===== config.mk =====
export PLATFORM = sky130hd
export DESIGN_NAME = ddram_arbiter_flat
export DESIGN_NICKNAME = d
export VERILOG_FILES = /design/src/rtl/ddram_arbiter_if.sv /design/src/rtl/ddram_arbiter.sv /design/src/flat_wrapper.sv
export SDC_FILE = /design/constraint.sdc
export NUM_CORES = 1
export LEC_CHECK = 0
export ABC_AREA = 1
export ABC_CLOCK_PERIOD_IN_PS = 4200
export CAP_MARGIN = 5
export CORE_AREA = 2 2 149 151
export CTS_CLUSTER_SIZE = 20
export DETAILED_ROUTE_END_ITERATION = 8
export DIE_AREA = 0 0 151 153
export DONT_BUFFER_PORTS = 1
export GPL_TIMING_DRIVEN = 0
export HOLD_SLACK_MARGIN = 0.12
export PLACE_DENSITY_LB_ADDON = 0.2
export RECOVER_POWER = 100
export SYNTH_ARGS = -nofsm -noshare
export SYNTH_HDL_FRONTEND = slang
export SYNTH_SLANG_ARGS = --single-unit

===== constraint.sdc =====
create_clock -name clk_sys -period 4.2 [get_ports clk_sys]
set_clock_uncertainty 0.2 [all_clocks]
set_input_delay 0.21 -clock clk_sys [delete_from_list [all_inputs] [get_ports clk_sys]]
set_output_delay 0.21 -clock clk_sys [all_outputs]
set_load 0.1 [all_outputs]

===== src/rtl/ddram_arbiter_if.sv =====
// Signal bundle between the DDR3 port arbiter, its three toggle-handshake
// clients and the downstream ddram port.
interface ddram_arbiter_if;
  logic [23:0] ldr_addr;
  logic [15:0] ldr_din;
  logic        ldr_req;
  logic        ldr_ack;
  logic [19:0] rom_addr;
  logic        rom_req;
  logic        rom_ack;
  logic [63:0] rom_dout;
  logic        hdr_skip;
  logic [27:0] aux_addr;
  logic [15:0] aux_din;
  logic        aux_we;
  logic        aux_req;
  logic        aux_ack;
  logic [63:0] aux_dout;
  logic [27:0] dd_wraddr;
  logic [15:0] dd_din;
  logic        dd_we_req;
  logic        dd_we_ack;
  logic [27:0] dd_rdaddr;
  logic        dd_rd_req;
  logic        dd_rd_ack;
  logic [63:0] dd_dout;
  logic        busy;

  modport master (
    input  ldr_addr, ldr_din, ldr_req, rom_addr, rom_req, hdr_skip,
           aux_addr, aux_din, aux_we, aux_req, dd_we_ack, dd_rd_ack, dd_dout,
    output ldr_ack, rom_ack, rom_dout, aux_ack, aux_dout,
           dd_wraddr, dd_din, dd_we_req, dd_rdaddr, dd_rd_req, busy
  );

  modport slave (
    output ldr_addr, ldr_din, ldr_req, rom_addr, rom_req, hdr_skip,
           aux_addr, aux_din, aux_we, aux_req, dd_we_ack, dd_rd_ack, dd_dout,
    input  ldr_ack, rom_ack, rom_dout, aux_ack, aux_dout,
           dd_wraddr, dd_din, dd_we_req, dd_rdaddr, dd_rd_req, busy
  );
endinterface


===== src/rtl/ddram_arbiter.sv =====
// Serialises ROM loader writes, ROM reads and aux reads/writes onto the single
// toggle-handshake ddram port, with a starvation guard for the aux client.
module ddram_arbiter #(
  parameter int unsigned STARVE_MAX = 8,
  parameter logic [27:0] AUX_BASE   = 28'h0800000
) (
  input logic             clk_sys,
  input logic             reset,
  ddram_arbiter_if.master bus
);
  typedef enum logic [1:0] {IDLE, WAIT_WR, WAIT_RD, DONE} state_t;
  typedef enum logic [1:0] {OWN_ROM, OWN_LDR, OWN_AUX} owner_t;

  localparam logic [3:0] STARVE_LIM = 4'(STARVE_MAX);

  state_t      state_q, state_d;
  owner_t      owner_q, grant_owner;
  logic        grant, grant_wr;
  logic        ldr_ack_q, rom_ack_q, aux_ack_q;
  logic        we_req_q, rd_req_q;
  logic [27:0] wraddr_q, rdaddr_q;
  logic [15:0] din_q;
  logic [63:0] rom_dout_q, aux_dout_q;
  logic [3:0]  starve_cnt, starve_d;

  logic        ldr_pend, rom_pend, aux_pend, rd_done;
  logic [27:0] rom_byte, aux_byte;

  assign ldr_pend = bus.ldr_req != ldr_ack_q;
  assign rom_pend = bus.rom_req != rom_ack_q;
  assign aux_pend = bus.aux_req != aux_ack_q;
  assign rom_byte = {5'h0, bus.rom_addr, 3'b000} + (bus.hdr_skip ? 28'h200 : 28'h0);
  assign aux_byte = bus.aux_addr + AUX_BASE;
  assign rd_done  = (state_q == WAIT_RD) && (bus.dd_rd_ack == rd_req_q);

  // NOTE: every output of this block is given a default first so no path leaves
  // it unassigned, which would otherwise infer a latch.
  always_comb begin
    state_d     = state_q;
    starve_d    = starve_cnt;
    grant       = 1'b0;
    grant_owner = OWN_ROM;
    grant_wr    = 1'b0;
    case (state_q)
      IDLE: begin
        if (aux_pend && starve_cnt == STARVE_LIM) begin
          grant = 1'b1; grant_owner = OWN_AUX;
        end else if (rom_pend) begin
          grant = 1'b1; grant_owner = OWN_ROM;
        end else if (ldr_pend) begin
          grant = 1'b1; grant_owner = OWN_LDR;
        end else if (aux_pend) begin
          grant = 1'b1; grant_owner = OWN_AUX;
        end
        grant_wr = (grant_owner == OWN_LDR) || (grant_owner == OWN_AUX && bus.aux_we);
        if (grant) state_d = grant_wr ? WAIT_WR : WAIT_RD;
        // Aux losing to rom/ldr accumulates; any aux win or aux idle clears.
        if (!aux_pend || (grant && grant_owner == OWN_AUX))
          starve_d = 4'h0;
        else if (grant && starve_cnt != STARVE_LIM)
          starve_d = starve_cnt + 4'h1;
      end
      WAIT_WR: if (bus.dd_we_ack == we_req_q) state_d = DONE;
      WAIT_RD: if (bus.dd_rd_ack == rd_req_q) state_d = DONE;
      DONE:    state_d = IDLE;
      default: state_d = IDLE;
    endcase
  end

  // NOTE: registered state uses non-blocking assignments so every flop samples
  // the pre-edge value of its neighbours, independent of statement order.
  always_ff @(posedge clk_sys) begin
    if (reset) begin
      state_q    <= IDLE;
      owner_q    <= OWN_ROM;
      ldr_ack_q  <= 1'b0;
      rom_ack_q  <= 1'b0;
      aux_ack_q  <= 1'b0;
      we_req_q   <= 1'b0;
      rd_req_q   <= 1'b0;
      wraddr_q   <= '0;
      rdaddr_q   <= '0;
      din_q      <= '0;
      rom_dout_q <= '0;
      aux_dout_q <= '0;
      starve_cnt <= '0;
    end else begin
      state_q    <= state_d;
      starve_cnt <= starve_d;
      if (grant) begin
        owner_q <= grant_owner;
        case (grant_owner)
          OWN_ROM: begin
            rdaddr_q <= rom_byte;
            rd_req_q <= ~rd_req_q;
          end
          OWN_LDR: begin
            wraddr_q <= {4'h0, bus.ldr_addr};
            din_q    <= bus.ldr_din;
            we_req_q <= ~we_req_q;
          end
          default: begin
            if (bus.aux_we) begin
              wraddr_q <= aux_byte;
              din_q    <= bus.aux_din;
              we_req_q <= ~we_req_q;
            end else begin
              rdaddr_q <= aux_byte;
              rd_req_q <= ~rd_req_q;
            end
          end
        endcase
      end
      if (rd_done) begin
        if (owner_q == OWN_ROM) rom_dout_q <= bus.dd_dout;
        else if (owner_q == OWN_AUX) aux_dout_q <= bus.dd_dout;
      end
      if (state_q == DONE) begin
        case (owner_q)
          OWN_ROM: rom_ack_q <= ~rom_ack_q;
          OWN_LDR: ldr_ack_q <= ~ldr_ack_q;
          default: aux_ack_q <= ~aux_ack_q;
        endcase
      end
    end
  end

  assign bus.ldr_ack   = ldr_ack_q;
  assign bus.rom_ack   = rom_ack_q;
  assign bus.aux_ack   = aux_ack_q;
  assign bus.rom_dout  = rom_dout_q;
  assign bus.aux_dout  = aux_dout_q;
  assign bus.dd_wraddr = wraddr_q;
  assign bus.dd_din    = din_q;
  assign bus.dd_we_req = we_req_q;
  assign bus.dd_rdaddr = rdaddr_q;
  assign bus.dd_rd_req = rd_req_q;
  assign bus.busy      = state_q != IDLE;
endmodule

===== src/flat_wrapper.sv =====
// flat-port wrapper written by rule: the top's interface ports become plain ports
module ddram_arbiter_flat 
#(
  parameter int unsigned STARVE_MAX = 8,
  parameter logic [27:0] AUX_BASE   = 28'h0800000
)
  (clk_sys, reset, bus_ldr_addr, bus_ldr_din, bus_ldr_req, bus_rom_addr, bus_rom_req, bus_hdr_skip, bus_aux_addr, bus_aux_din, bus_aux_we, bus_aux_req, bus_dd_we_ack, bus_dd_rd_ack, bus_dd_dout, bus_ldr_ack, bus_rom_ack, bus_rom_dout, bus_aux_ack, bus_aux_dout, bus_dd_wraddr, bus_dd_din, bus_dd_we_req, bus_dd_rdaddr, bus_dd_rd_req, bus_busy);
  ddram_arbiter_if bus_i ();
  input logic clk_sys;
  input logic reset;
  input wire logic [$bits(bus_i.ldr_addr)-1:0] bus_ldr_addr;
  input wire logic [$bits(bus_i.ldr_din)-1:0] bus_ldr_din;
  input wire logic [$bits(bus_i.ldr_req)-1:0] bus_ldr_req;
  input wire logic [$bits(bus_i.rom_addr)-1:0] bus_rom_addr;
  input wire logic [$bits(bus_i.rom_req)-1:0] bus_rom_req;
  input wire logic [$bits(bus_i.hdr_skip)-1:0] bus_hdr_skip;
  input wire logic [$bits(bus_i.aux_addr)-1:0] bus_aux_addr;
  input wire logic [$bits(bus_i.aux_din)-1:0] bus_aux_din;
  input wire logic [$bits(bus_i.aux_we)-1:0] bus_aux_we;
  input wire logic [$bits(bus_i.aux_req)-1:0] bus_aux_req;
  input wire logic [$bits(bus_i.dd_we_ack)-1:0] bus_dd_we_ack;
  input wire logic [$bits(bus_i.dd_rd_ack)-1:0] bus_dd_rd_ack;
  input wire logic [$bits(bus_i.dd_dout)-1:0] bus_dd_dout;
  output wire logic [$bits(bus_i.ldr_ack)-1:0] bus_ldr_ack;
  output wire logic [$bits(bus_i.rom_ack)-1:0] bus_rom_ack;
  output wire logic [$bits(bus_i.rom_dout)-1:0] bus_rom_dout;
  output wire logic [$bits(bus_i.aux_ack)-1:0] bus_aux_ack;
  output wire logic [$bits(bus_i.aux_dout)-1:0] bus_aux_dout;
  output wire logic [$bits(bus_i.dd_wraddr)-1:0] bus_dd_wraddr;
  output wire logic [$bits(bus_i.dd_din)-1:0] bus_dd_din;
  output wire logic [$bits(bus_i.dd_we_req)-1:0] bus_dd_we_req;
  output wire logic [$bits(bus_i.dd_rdaddr)-1:0] bus_dd_rdaddr;
  output wire logic [$bits(bus_i.dd_rd_req)-1:0] bus_dd_rd_req;
  output wire logic [$bits(bus_i.busy)-1:0] bus_busy;
  assign bus_i.ldr_addr = bus_ldr_addr;
  assign bus_i.ldr_din = bus_ldr_din;
  assign bus_i.ldr_req = bus_ldr_req;
  assign bus_i.rom_addr = bus_rom_addr;
  assign bus_i.rom_req = bus_rom_req;
  assign bus_i.hdr_skip = bus_hdr_skip;
  assign bus_i.aux_addr = bus_aux_addr;
  assign bus_i.aux_din = bus_aux_din;
  assign bus_i.aux_we = bus_aux_we;
  assign bus_i.aux_req = bus_aux_req;
  assign bus_i.dd_we_ack = bus_dd_we_ack;
  assign bus_i.dd_rd_ack = bus_dd_rd_ack;
  assign bus_i.dd_dout = bus_dd_dout;
  assign bus_ldr_ack = bus_i.ldr_ack;
  assign bus_rom_ack = bus_i.rom_ack;
  assign bus_rom_dout = bus_i.rom_dout;
  assign bus_aux_ack = bus_i.aux_ack;
  assign bus_aux_dout = bus_i.aux_dout;
  assign bus_dd_wraddr = bus_i.dd_wraddr;
  assign bus_dd_din = bus_i.dd_din;
  assign bus_dd_we_req = bus_i.dd_we_req;
  assign bus_dd_rdaddr = bus_i.dd_rdaddr;
  assign bus_dd_rd_req = bus_i.dd_rd_req;
  assign bus_busy = bus_i.busy;
  ddram_arbiter #(.STARVE_MAX(STARVE_MAX), .AUX_BASE(AUX_BASE)) u_core (.clk_sys(clk_sys), .reset(reset), .bus(bus_i));
endmodule

# Word-level counts from Yosys, hierarchy flattened
# Cells that the tools add are included.
[word_totals] ff_bits=213 input_bits=177 output_inout_bits=206 wordCells=98
[classes] n_addsub=3 n_eq_ne=19 mux=30 bitwise=9 n_reduce_logical=24
[ops] cell="$pmux W28 S2" n=2
[ops] cell="$mux W28" n=2
[ops] cell="$pmux W16 S2" n=1
[ops] cell="$add A23 B28 Y28" n=1
[ops] cell="$add A28 B24 Y28 const B" n=1
[ops] cell="$mux W2" n=10
[ops] cell="$mux W16" n=1
[ops] cell="$reduce_and A3 Y1" n=4
[ops] cell="$mux W10" n=1
[ops] cell="$reduce_and A2 Y1" n=5
[ops] cell="$not A1 Y1" n=9
[ops] cell="$eq A2 B1 Y1 const B" n=4
[ops] cell="$eq A2 B2 Y1 const B" n=4
[ops] cell="$mux W1" n=8
[ops] cell="$mux W4" n=2
[ops] cell="$pmux W2 S4" n=1
[ops] cell="$logic_not A2 Y1" n=3
[ops] cell="$ne A2 B1 Y1 const B" n=3
[ops] cell="$reduce_bool A2 Y1" n=3
[ops] cell="$logic_and A1 B1 Y1" n=5
[ops] cell="$add A4 B1 Y4 const B" n=1
[ops] cell="$eq A4 B4 Y1 const B" n=1
[ops] cell="$ne A4 B4 Y1 const B" n=1
[ops] cell="$pmux W1 S2" n=2
[ops] cell="other kinds (6)" n=10

# Depth between registers and ports, before layout
[logic_depth] ltp_word=12 depth_mapped=13 ltp_nobuf=11

# Worst setup path after synthesis
# No wires, ideal clock.
[synth_timing] path_type="flip-flop to flip-flop" startpoint="register u_core.aux_ack_q, in the netlist u_core.bus.aux_ack" endpoint="register u_core.wraddr_q[19], in the netlist u_core.bus.dd_wraddr[19]" setup_ns=0.118 arrival_ns=2.080 t_required_ns=3.882 slack_ns=1.802 stages_incl_launch_ff=9 path_buffers=1 period_less_slack_ns=2.398 path_cell_list="dfxtp_1 -> nand2_1 -> nand2_4 -> nand3_2 -> nand3_4 -> clkbuf_1 -> o21ai_0 -> nor2_1 -> nor2_1"
[synth_via] elab_chain_cells=10 word_cells_on_any_way=20 cone_classes="2 x eq/ne; 13 x mux; 1 x bitwise; 4 x reduce/logical"
[synth_rtl] element="start, declared" line="ddram_arbiter.sv:19" source="logic ldr_ack_q, rom_ack_q, aux_ack_q;"
[synth_rtl] element="start signal, assigned" line="ddram_arbiter.sv:122" source="default: aux_ack_q <= ~aux_ack_q;"
[synth_rtl] element="$ne A1 B1 Y1 *" line="ddram_arbiter.sv:31" source="assign aux_pend = bus.aux_req != aux_ack_q;"
[synth_rtl] element="$mux W2" line="ddram_arbiter.sv:52" source="end else if (aux_pend) begin"
[synth_rtl] element="$mux W2" line="ddram_arbiter.sv:50" source="end else if (ldr_pend) begin"
[synth_rtl] element="$mux W2" line="ddram_arbiter.sv:48" source="end else if (rom_pend) begin"
[synth_rtl] element="$mux W2" line="ddram_arbiter.sv:46" source="if (aux_pend && starve_cnt == STARVE_LIM) begin"
[synth_rtl] element="$mux W2 (2 in a row)" line="ddram_arbiter.sv:44" source="case (state_q)"
[synth_rtl] element="$eq A2 B1 Y1 / $logic_not A2 Y1 (equally long branches)" line="ddram_arbiter.sv:92" source="case (grant_owner)"
[synth_rtl] element="$reduce_bool A2 Y1 (no source line) / $not A1 Y1 (equally long branches)"
[synth_rtl] element="$reduce_and A3 Y1 (no source line)"
[synth_rtl] element="end signal, assigned" line="ddram_arbiter.sv:98" source="wraddr_q <= {4'h0, bus.ldr_addr};"
[synth_rtl] element="end signal, assigned" line="ddram_arbiter.sv:104" source="wraddr_q <= aux_byte;"
[synth_rtl] element="end, declared" line="ddram_arbiter.sv:21" source="logic [27:0] wraddr_q, rdaddr_q;"
# Every way passes the cells marked *; elsewhere a longest branch is shown, timed or not. The select of a mux whose other input is x is not followed.
# A chain may end at the register's enable or synchronous reset.

# Final worst setup path
[layout_timing] startpoint="register u_core.rom_ack_q, in the netlist u_core.bus.rom_ack" endpoint="register u_core.state_q[0]"
[layout_via] elab_chain_cells=10 word_cells_on_any_way=16 cone_classes="4 x eq/ne; 9 x mux; 3 x reduce/logical"
[layout_rtl] element="start, declared" line="ddram_arbiter.sv:19"
[layout_rtl] element="start signal, assigned" line="ddram_arbiter.sv:120" source="OWN_ROM: rom_ack_q <= ~rom_ack_q;"
[layout_rtl] element="$ne A1 B1 Y1 *" line="ddram_arbiter.sv:30" source="assign rom_pend = bus.rom_req != rom_ack_q;"
[layout_rtl] element="$mux W2" line="ddram_arbiter.sv:48"
[layout_rtl] element="$mux W2" line="ddram_arbiter.sv:46"
[layout_rtl] element="$mux W2" line="ddram_arbiter.sv:44"
[layout_rtl] element="$eq A2 B2 Y1" line="ddram_arbiter.sv:55" source="grant_wr = (grant_owner == OWN_LDR) || (grant_owner == OWN_AUX && bus.aux_we);"
[layout_rtl] element="$logic_and A1 B1 Y1" line="ddram_arbiter.sv:55"
[layout_rtl] element="$logic_or A1 B1 Y1" line="ddram_arbiter.sv:55"
[layout_rtl] element="$mux W2 (2 in a row)" line="ddram_arbiter.sv:56" source="if (grant) state_d = grant_wr ? WAIT_WR : WAIT_RD;"
[layout_rtl] element="$pmux W2 S4" line="ddram_arbiter.sv:44"
[layout_rtl] element="end signal, assigned" line="ddram_arbiter.sv:88" source="state_q <= state_d;"
[layout_rtl] element="end, declared" line="ddram_arbiter.sv:16" source="state_t state_q, state_d;"
# Marked as above.

==> metrics.md <==
| Metric | Value |
|---|---|
| Result of the run | completed |
| Total CTS buffers | 25 |
| Total congestion overflow after global routing | 0 |
| Worst setup startpoint | u_core.bus.rom_ack |
| Site Rows | between 50 and 60 |
| Effective utilization at floorplan | 0.437 |
| Clock latency on the worst-skew pair | 0.51 ns |
| CTS tree | done |
| Fraction of layout instances using a drive strength above 1 | 0.0482 |
| Count of vias placed by the detailed router | ~9300 |
| Clock transition at the registers of the reported paths | roughly 0.060 ns |
| Post-cts sizing count | 0 |
| Syn Std Cell Area | 0.00938 sq mm |
| Class of the tightest hold or removal check | in -> reg |
| Critical Path Sink | u_core.state_q[0] |
| Number of levels the H-tree was split into | 1 |
| Non-filler cells, final | 1837 |
| Worst path cell trace | inv_1, nand2_1, nand2_1, nand2_1, nand2_2, nand3_1, dlygate4sd3_1, nand3_1, dlygate4sd3_1, nand2_1, dlygate4sd3_1, a21oi_1 |
| Period Utilization, post-route | 0.924 |
| Worst relative slew slack | 0.259 |
| Crit path max-delay cell type | sky130_fd_sc_hd__dfxtp_1 |
| Maximum number of pins on one net before global-route repair | 14 |
| Max-capacitance violation count | 0 |
| Required time worst endpoint | ~4.4 ns |
| Number of iterations in the first detailed-routing pass | 5 |
| Instance count of the mapped netlist | between 1000 and 1500 |
| CTS Sinks | approximately 210 |
| Net total in the final layout | approximately 1700 |
| Crit Reg-Reg Endpoint | u_core.state_q[0] |
| Overall die area | 0.0231 sq mm |
| Power density cells | 830 mW/mm^2 |
| Count of nets left with antenna violations after detail routing | 0 |
| Final cell area excluding filler cells | 0.0123 sq mm |
| DRC marker count from the first detailed-route iteration | 369 |
| Leakage dissipation | 0.00525 uW |
| Detailed placer's ending HPWL | roughly 23000 um |
| Count of synthesis-stage warnings from yosys | 0 |
| Register-to-Register Setup Slack | about 0.32 ns |
| Count of unresolved DRC violations after routing | 0 |
| Maximum vdd drop | slightly above 0.0008 V |
| Synth-to-Final Area Change | 31.3% |
| I/O pin count | ~380 |
| Cells on worst reg2reg path | 12 |
| Arr. time, crit path | around 4.1 ns |
| Crit path max fanout | 4 |
| Share of the yosys chip area belonging to registers | 0.454 |
| Number of failing hold endpoints at the final stage | 0 |
| Average vias per placed instance | slightly above 5 |
| Via count of the first global-routing pass | between 9000 and 10000 |
| Core Util, Final | 0.573 |
| RePlAce Congestion | about 0.89 |
| Least-Margin Pin Slew | roughly 1.1 ns |
| Critical register-to-register path startpoint | u_core.bus.rom_ack |
| Number of antenna violations at the first check in global routing | 0 |
| Worst path most repeated cell | sky130_fd_sc_hd__nand2_1 |
| Horizontal extent of the die | roughly 150 um |
| Routed wire per std cell | 17.6 um |
| CTS Root Cell | sky130_fd_sc_hd__clkbuf_16 |
| Flip-flop and latch count after synthesis | between 200 and 250 |
| Peak per-stage delay on the critical path | 1.00 ns |
| Total instance count after detailed placement | 1607 |
| Die Height | about 150 um |
| Average cell area after synthesis | just over 7 sq um |
| Peak clock frequency supported by timing | 0.258 GHz |
| I/O Buffers | 0 |
| Diode insertion count for antenna repair | 0 |
| Final TNS setup | 0 ns |
| Max Root-Sink Buffers | 3 |
| Number of setup violations in the final report | 0 |
| Number of distinct library cell variants in the gate-level netlist after synthesis | 32 |
| Wire length of the first global-routing pass | slightly below 50000 um |
| Placed Area | about 0.0097 sq mm |
| Number of post-CTS setup repair buffers | 0 |
| CP Class | reg -> reg |
| Startpoint Class | flip-flop |
| Number of max-slew violations in the final report | 0 |
| Routed Wire Length | around 32000 um |
| Global-route usage over all layers | 0.269 |
| Placeable core area | 0.0215 sq mm |
| RSZ-0062 raised after global routing | false |
| Number of nets produced by synthesis | 1514 |
| Tmin final | between 3 and 4 ns |
| Endpoint class of the critical path | flip-flop |
## synth_stat cells
library cell / count / area, sq um
sky130_fd_sc_hd__a211oi_1: 1 / 7.51
sky130_fd_sc_hd__a21boi_1: 2 / 15.0
sky130_fd_sc_hd__a21boi_2: 3 / 33.8
sky130_fd_sc_hd__a21oi_1: 137 / 686
sky130_fd_sc_hd__a21oi_2: 2 / 17.5
sky130_fd_sc_hd__and3_1: 1 / 6.26
sky130_fd_sc_hd__buf_1: 4 / 15.0
sky130_fd_sc_hd__buf_2: 11 / 55.1
sky130_fd_sc_hd__buf_4: 3 / 22.5
sky130_fd_sc_hd__buf_6: 16 / 180
sky130_fd_sc_hd__clkbuf_1: 48 / 180
sky130_fd_sc_hd__dfxtp_1: 213 / 4260
sky130_fd_sc_hd__ha_1: 10 / 125
sky130_fd_sc_hd__inv_1: 221 / 830
sky130_fd_sc_hd__inv_2: 3 / 11.3
sky130_fd_sc_hd__nand2_1: 199 / 747
sky130_fd_sc_hd__nand2_2: 3 / 18.8
sky130_fd_sc_hd__nand2_4: 2 / 22.5
sky130_fd_sc_hd__nand3_1: 36 / 180
sky130_fd_sc_hd__nand3_2: 3 / 30.0
sky130_fd_sc_hd__nand3_4: 1 / 17.5
sky130_fd_sc_hd__nand3b_1: 3 / 22.5
sky130_fd_sc_hd__nand4_1: 7 / 43.8
sky130_fd_sc_hd__nand4_4: 1 / 21.3
sky130_fd_sc_hd__nor2_1: 162 / 608
sky130_fd_sc_hd__nor2_4: 1 / 11.3
sky130_fd_sc_hd__nor3_1: 2 / 10.0
sky130_fd_sc_hd__o21ai_0: 203 / 1020
sky130_fd_sc_hd__o21ai_1: 17 / 85.1
sky130_fd_sc_hd__or2_2: 2 / 12.5
sky130_fd_sc_hd__xnor2_1: 3 / 26.3
sky130_fd_sc_hd__xor2_1: 7 / 61.3
## routing by layer
metal / global-route usage / part of all wire / vias up
met5: 0 / 0 / -
met4: 0.105 / 0.040 / 0
met3: 0.0791 / 0.095 / 89
met2: 0.482 / 0.49 / 380
met1: 0.296 / 0.37 / 4247
li1: - / - / 4587
## state kept, by name, summed over array words and instances, names as in the netlist, 2 cells and up
signal                cells
u_core.bus.dd_wraddr     28
u_core.state_q            2
u_core.bus.rom_dout      64
u_core.starve_cnt         4
u_core.bus.dd_rdaddr     28
u_core.bus.dd_din        16
u_core.owner_q            2
u_core.bus.aux_dout      64
## through the flow
step / hold slack (ns) / setup slack, ns / power, uW
final: 0.118 / 0.320 / 10200
after global routing: 0.224 / 0.0933 / 10600
after CTS: 0.124 / 0.396 / 10300
after detailed placement: 0.0837 / 1.24 / 7770
after global placement: 0.0803 / 1.27 / 7740
after floorplan: 0.0791 / 1.80 / 7250
## area by class of cell
type                            instances  area, sq um
Inverter                              224          841
Tap cell                              280          350
Buffer                                 82          380
Multi-Input combinational cell        808         3780
Fill cell                            1941         9170
Timing Repair Buffer                  185         1850
Clock buffer                           34          729
Sequential cell                       213         4260
Clock inverter                         11          116
## what timing repair did
item                                    4_1_cts  5_1_grt
hold endpoints to repair                    210        0
hold buffers                                185        0
endpoints found under the setup margin        0        0
## logic make-up (layout without fill, tap and decap cells)
group | Yosys count | in the layout | synth area share
AOI/OAI and AO/OA | 365 | 365 | 0.198
xor gates and xnor gates | 10 | 10 | 0.00934
adders and majority gates | 10 | 10 | 0.0133
buffers and inverters | 306 | 536 | 0.138
DFF | 213 | 213 | 0.454
and+or+nand+nor | 423 | 423 | 0.187
## critical path: cells and delay by family, from the launching register on
| kind | cells | cell delay (ns) |
|---|---|---|
| AO/OA/AOI/OAI | 1 | 0.06 |
| buffers and inverters | 4 | 1.88 |
| flip-flops | 1 | 1.00 |
| AND/OR/NAND/NOR | 7 | 0.63 |
## how the worst min path moves through the flow
| stage | to | start | slack, ns | cells past startpoint |
|---|---|---|---|---|
| finish | u_core.starve_cnt[3] | bus_ldr_req | 0.12 | 8 |
| detailed placement | u_core.owner_q[0] | reset | 0.08 | 1 |
| CTS | u_core.starve_cnt[3] | bus_ldr_req | 0.12 | 8 |
| global route | u_core.starve_cnt[2] | bus_ldr_req | 0.22 | 8 |
| global placement | u_core.owner_q[1] | reset | 0.08 | 1 |
| floorplan | u_core.owner_q[0] | reset | 0.08 | 1 |
## where the power goes
part / leakage [uW] / switching [uW] / internal [uW]
sequential: 0.00174 / 3630 / 2490
clock: 0.000419 / 870 / 1340
combinational: 0.00309 / 1140 / 756
total: 0.00525 / 5640 / 4580
## cells in the final DEF (no fill, tap or decap), types with 15 or more instances in the layout
cell and count:
sky130_fd_sc_hd__dlygate4sd3_1 185, sky130_fd_sc_hd__o21ai_0 205, sky130_fd_sc_hd__o21ai_1 15, sky130_fd_sc_hd__nand3_1 38
sky130_fd_sc_hd__clkbuf_16 25, sky130_fd_sc_hd__dfxtp_1 213, sky130_fd_sc_hd__clkbuf_1 63, sky130_fd_sc_hd__a21oi_1 137
sky130_fd_sc_hd__inv_1 222, sky130_fd_sc_hd__nor2_1 163, sky130_fd_sc_hd__nand2_1 201
Power figures use the tool's default switching activity.
